## src/rtl/bus_master_if.sv

```systemverilog
// Bus master port for slot 0.
// Turns a level-held pipeline memory request into a bus transaction.
// The transaction is req/grant arbitration, then a one-cycle address strobe,
// then a wait for slave ready. A watchdog bounds the wait, so a dead slave
// ends the access with an error completion instead of stalling the core.
module bus_master_if #(
  parameter int DATA_W  = 32,
  parameter int ADDR_W  = 30,
  parameter int TIMEOUT = 16
) (
  input  logic              clk,
  input  logic              rest,
  input  logic              mem_req_i,
  input  logic              mem_rw_i,
  input  logic [ADDR_W-1:0] mem_addr_i,
  input  logic [DATA_W-1:0] mem_wr_data_i,
  input  logic              flush_i,
  output logic [DATA_W-1:0] mem_rd_data_o,
  output logic              mem_done_o,
  output logic              mem_err_o,
  output logic              mem_busy_o,
  output logic              bus_req_o,
  output logic [ADDR_W-1:0] bus_addr_o,
  output logic              bus_as_o,
  output logic              bus_rw_o,
  output logic [DATA_W-1:0] bus_wr_data_o,
  input  logic              bus_grnt_i,
  input  logic              bus_rdy_i,
  input  logic [DATA_W-1:0] bus_rd_data_i
);

  typedef enum logic [1:0] {IDLE, REQ, ACCESS, WAIT} state_t;

  // Watchdog terminal count: the cycle in which a still-missing ready becomes an error.
  localparam logic [7:0] LAST_COUNT = 8'(TIMEOUT - 1);

  state_t      r_state;
  logic [7:0]  r_count;
  logic        r_discard;

  logic        w_discard;
  logic        w_timeout;

  // A flush that arrives in the same cycle as the completion still suppresses the done pulse.
  assign w_discard = r_discard | flush_i;
  assign w_timeout = (r_count == LAST_COUNT) && !bus_rdy_i;

  // Protocol sequencer: all bus-side and pipeline-side outputs are registered here.
  always_ff @(posedge clk) begin
    if (rest) begin
      r_state       <= IDLE;
      r_count       <= '0;
      r_discard     <= 1'b0;
      mem_rd_data_o <= '0;
      mem_done_o    <= 1'b0;
      mem_err_o     <= 1'b0;
      mem_busy_o    <= 1'b0;
      bus_req_o     <= 1'b0;
      bus_addr_o    <= '0;
      bus_as_o      <= 1'b0;
      bus_rw_o      <= 1'b0;
      bus_wr_data_o <= '0;
    end else begin
      mem_done_o    <= 1'b0;
      mem_err_o     <= 1'b0;
      mem_rd_data_o <= '0;
      case (r_state)
        IDLE: begin
          r_discard <= 1'b0;
          // The request is still high during the done cycle, so it must not start a second access.
          if (mem_req_i && !mem_done_o && !flush_i) begin
            bus_addr_o    <= mem_addr_i;
            bus_rw_o      <= mem_rw_i;
            bus_wr_data_o <= mem_wr_data_i;
            bus_req_o     <= 1'b1;
            mem_busy_o    <= 1'b1;
            r_state       <= REQ;
          end
        end
        REQ: begin
          if (bus_grnt_i) begin
            bus_as_o <= 1'b1;
            r_count  <= '0;
            r_state  <= ACCESS;
            if (flush_i) begin
              r_discard <= 1'b1;
            end
          end else if (flush_i) begin
            bus_req_o  <= 1'b0;
            mem_busy_o <= 1'b0;
            r_state    <= IDLE;
          end
        end
        ACCESS, WAIT: begin
          bus_as_o <= 1'b0;
          r_count  <= r_count + 8'd1;
          if (flush_i) begin
            r_discard <= 1'b1;
          end
          if (bus_rdy_i || w_timeout) begin
            bus_req_o  <= 1'b0;
            mem_busy_o <= 1'b0;
            r_discard  <= 1'b0;
            r_state    <= IDLE;
            if (!w_discard) begin
              mem_done_o <= 1'b1;
              mem_err_o  <= !bus_rdy_i;
              if (bus_rdy_i && bus_rw_o) begin
                mem_rd_data_o <= bus_rd_data_i;
              end
            end
          end else begin
            r_state <= WAIT;
          end
        end
        default: r_state <= IDLE;
      endcase
    end
  end

endmodule
```

## config.mk

```make
export PLATFORM = sky130hd
export DESIGN_NAME = bus_master_if
export DESIGN_NICKNAME = d
export VERILOG_FILES = /design/src/rtl/bus_master_if.sv
export SDC_FILE = /design/constraint.sdc
export NUM_CORES = 1
export LEC_CHECK = 0
export BUFFER_PORTS_ARGS = -buffer_cell sky130_fd_sc_hd__buf_2
export CORE_MARGIN = 2
export CORE_UTILIZATION = 51
export CTS_BUF_LIST = sky130_fd_sc_hd__clkbuf_2 sky130_fd_sc_hd__clkbuf_4 sky130_fd_sc_hd__clkbuf_8
export DETAILED_ROUTE_END_ITERATION = 6
export PLACE_DENSITY = 0.91
export SYNTH_ARGS = -nofsm -noshare
export SYNTH_HDL_FRONTEND = slang
export SYNTH_SLANG_ARGS = --single-unit
```

## constraint.sdc

```tcl
create_clock -name clk -period 3.1 [get_ports clk]
set_input_delay 0.62 -clock clk [delete_from_list [all_inputs] [get_ports clk]]
set_output_delay 0.62 -clock clk [all_outputs]
set_load 0.02 [all_outputs]
```

* Word level (Yosys, flattened, before mapping) *
Index checks and enable logic that the tools add are counted.

word-level totals
  output and inout bits = 100
  register bits = 110
  input port bits = 101

cells by class
  $add $sub $neg = 1
  bitwise logic cells = 4
  equal/unequal tests = 10
  muxes and demuxes = 19
  reductions and logical operators = 18

operators by type and width
  operator                                                          number
  8-bit case mux with 2 select lines                                1
  2-bit inequality test (second input constant)                     5
  1-bit 2-to-1 mux                                                  9
  8-bit by 1-bit adder with 8-bit output (second input constant)    1
  8-bit by 4-bit == test with 1-bit output (second input constant)  1
  2-bit 2-to-1 mux                                                  4
  8-bit 2-to-1 mux                                                  1
  1-bit case mux with 3 select lines                                2
  2-bit case mux with 3 select lines                                1
  2-bit AND reduction                                               3
  5-bit OR reduction                                                1
  2-bit == test (second input constant)                             2
  1-bit logical AND                                                 4
  4-bit AND reduction                                               1
  4-bit OR reduction                                                1
  1-bit logical NOT                                                 3
  3-bit inequality test (second input constant)                     1
  1-bit inverter                                                    3
  3-bit OR reduction                                                1
  2-bit by 1-bit == test with 1-bit output (second input constant)  1
  2-bit logical NOT                                                 1
  1-bit case mux with 2 select lines                                1
  2-bit nonzero test                                                1
  2-bit OR reduction                                                1
  other kinds (2)                                                   2

* Longest topological paths before layout *
  word-level depth = 5
  gate-level depth with buffers = 6
  depth with buffers taken out = 4

* Least setup slack after synthesis *
Ideal clock, no wire load.

  path kind = input-to-reg
  start point = input port flush_i
  end point = register bus_addr_o[10]
  arrival = 1.553 ns
  setup slack = 1.414 ns
  cell stages on the path = 5
  required time = 2.968 ns
  cells stage by stage = or4_1 > buf_4 > buf_6 > o21ai_1 > a21oi_1

between the ends
  cells in the longest elaborated chain, start to end = 3

ends and longest elaborated chain
  item                           line  source
  start: declaration             17    input logic flush_i,
  1-bit logical NOT              71    if (mem_req_i && !mem_done_o && !flush_i) begin
  1-bit logical AND              71
  2-bit AND reduction (no line)  -
  end signal: assignment         72    bus_addr_o <= mem_addr_i;
  end: declaration               23    output logic [ADDR_W-1:0] bus_addr_o,

Every way passes these cells.
A chain may end at the register's enable or synchronous reset.

* Worst setup path after layout *
  start point = register r_state[1]
  end point = register bus_addr_o[18]

between the ends
  cells in the longest elaborated chain, start to end = 2

ends and longest elaborated chain
  item                           line  source
  start: declaration             37    state_t r_state;
  start signal: assignment       51    r_state <= IDLE;
  start signal: assignment       77    r_state <= REQ;
  start signal: assignment       84    r_state <= ACCESS;
  2-bit logical NOT              67    case (r_state)
  2-bit AND reduction (no line)  -

Every way passes these cells.

==> flow_metrics.py <==
metrics = {
    "run_status": {
        "status": "complete, no violations",
    },
    "critical_path": {
        "max_stage_delay_ps": 1010,
        "cp_cell_sequence": "or4_2 > buf_12 > o21ai_1 > a21oi_1",
        "path_max_fanout": 40,
        "startpoint_type": "register",
        "crit_required_ps": 3310,
        "end_kind": "register",
        "crit_slowest_cell": "or4_2",
        "crit_type": "register to register",
        "worstPathArrival_ps": 2420,
    },
    "synth": {
        "avgSynthCellArea_sq_um": 9.297,
        "synth-main-ff-cell": "dfxtp_1",
        "synth_area_leaders": "dfxtp_1, a21oi_1, nand3_1",
        "yosysTopAreaCell": "dfxtp_1",
        "synth_edf_count": 0,
        "synth-seq-cells": 110,
        "synthesis.instances": 432,
        "ys_seq_area_frac": 0.5483,
        "netlist_area_sq_um": 4016,
        "post-synth-top-area-fraction": 0.5483,
        "syn-num-nets": 534,
        "synthDistinctLibCells": 36,
        "yosysWarnings": 0,
        "ys_async_sr_fraction": 0,
    },
    "clocking": {
        "cts-root-buf": "clkbuf_8",
        "holdBufCountCts": 0,
        "cts_buffers": 9,
        "clock_latency_ps": 370,
        "cts_tree": "yes",
        "ctsResizeCount": 0,
        "postCtsSetupBuffers": 0,
        "cts.path.max_buffers": 2,
        "cts_max_level": 3,
        "clkTransAtPathRegs_ps": 120,
        "cts.sinks": 110,
    },
    "timing": {
        "setup_viol": 0,
        "max_freq_ghz": 0.4513,
        "drv_slew": 0,
        "period_share": 0.7147,
        "rsz0062_at_grt": "no",
        "finalCriticalPeriod_ps": 2216,
        "final_hold_viol_count": 0,
        "slew_headroom": 0.3330,
        "final.setup.tns_ps": 0,
        "worst_pin_slew_ps": 999.1,
        "clock_skew_ps": 17.05,
    },
    "die": {
        "io_pins": 201,
        "rows": 32,
        "die_area_sq_um": 8601,
        "start_util": 0.5225,
        "fp.dieW_um": 92.74,
        "die_y_um": 92.74,
        "core_sq_um": 7687,
    },
    "drt": {
        "wire_per_inst_um": 14.93,
        "wirelength_mm": 10.66,
        "dr_total_vias": 3871,
        "drt-initial-drc-count": 150,
        "ant_nets": 0,
        "drt_first_pass_iters": 5,
        "drc": 0,
        "viasPerCell": 5.422,
    },
    "layout": {
        "fin_util": 0.6678,
        "multi_input_area_sq_um": 1534,
        "final_cell_mix": "buf_2, dfxtp_1, a21oi_1, nand3_1, o21ai_1",
        "seqCellArea_sq_um": 2202,
        "final_nets": 709,
        "final_layout_size_suffix_gt1_frac": 0.3709,
        "num-fill-cells": 634,
        "insertedDiodeCount": 0,
        "area_growth_pct": 27.82,
        "stdcell_count": 714,
        "layout_commonest_cell": "buf_2",
    },
    "global_routing": {
        "grt_first_pass_wirelength_mm": 16.30,
        "grt_max_degree": 75,
        "grt_pass1_vias": 3606,
        "overflow": 0,
        "grtUsageTotal": 0.2355,
        "antenna_found_initial": 0,
    },
    "placement": {
        "finalWeightedCongestion": 0.7553,
        "io_buffer_count": 200,
        "dp_cells": 698,
        "hpwl_mm": 7.425,
    },
    "run": {
        "cap_violations": 0,
    },
    "power": {
        "leakage_nw": 2.327,
        "peakVddDrop_uv": 294.4,
        "power.density_nw_per_um2": 519.2,
    },
    "hold_path": {
        "min_path_type": "input port to register",
    },
}
## power breakdown
part	leakage [nW]	switching, mW	internal [mW]
sequential	0.893	0.0259	1.46
combinational	1.33	0.206	0.122
clock	0.103	0.531	0.323
## flip-flops by register name (all words and copies together), names as in the netlist
signal,flops
bus_wr_data_o,32
r_state,2
r_count,8
mem_done_o,1
mem_rd_data_o,32
bus_addr_o,30
r_discard,1
bus_rw_o,1
bus_as_o,1
bus_req_o,1
mem_err_o,1
## cell type report
| type | instances | share of cell area |
|---|---|---|
| repair buffers | 205 | 0.2047 |
| clock buffers | 9 | 0.02413 |
| flip-flops and latches | 110 | 0.4290 |
| well taps | 102 | 0.02486 |
| multi-input cells | 278 | 0.2988 |
| inverters | 3 | 0.002194 |
| clock inverters | 7 | 0.01633 |
## path summary, 6_finish.rpt
kind	startpoint	to	slack, ps	depth (start not counted)
min	bus_rd_data_i[5]	mem_rd_data_o[5]	440	2
max reg2reg	r_state[1]	bus_addr_o[18]	880	4
max	r_state[1]	bus_addr_o[18]	880	4
min reg2reg	bus_addr_o[8]	bus_addr_o[8]	480	2
## metrics by stage
step / hold slack, ps / power (mW) / cell area [sq um] / setup WS [ps]
floorplan: 446.8 / 1.726 / 4016 / 1414
global placement: 460.9 / 1.828 / 4926 / 728.6
detailed placement: 469.7 / 1.841 / 4926 / 739.6
CTS: 420.1 / 2.681 / 5134 / 919.9
global route: 409.2 / 2.778 / 5134 / 759.9
finish: 436.2 / 2.665 / 5134 / 884.3
## layer usage
layer,GRT usage,wire length [um],vias to the layer above
met2,0.4173,5481,152
met5,0,0,-
met1,0.2828,4237,1822
met4,0.09314,227,0
li1,-,-,1877
met3,0.04231,714,20
## logic make-up after synthesis
family | Yosys count | synth area share
buffers and inverters | 44 | 0.07009
AND/OR/NAND/NOR | 127 | 0.1841
adder cells (fa/ha/maj) | 1 | 0.003115
AO/OA/AOI/OAI | 148 | 0.1897
multiplexers | 1 | 0.002492
XOR/XNOR | 1 | 0.002181
flip-flops | 110 | 0.5483
## synth_stat cells (2+ instances only)
library cell	instances
nor2_1	2
or4_1	5
nor3_1	2
buf_2	9
o21ai_1	60
or3_1	2
o21ai_0	8
a21oi_1	71
nand2_1	4
inv_1	3
nand3_1	65
buf_6	13
buf_4	2
o31ai_1	3
dfxtp_1	110
clkbuf_1	17
and2_1	32
nand3b_1	2
nand4_1	3
nand2b_1	3
## critical path, delay by kind of cell, from the launching register on
kind / cells / cell delay (ps)
AO/OA/AOI/OAI: 2 / 230
buffers and inverters: 1 / 290
flip-flops: 1 / 500
AND/OR/NAND/NOR: 1 / 1010
(Power assumes the default switching activity.)
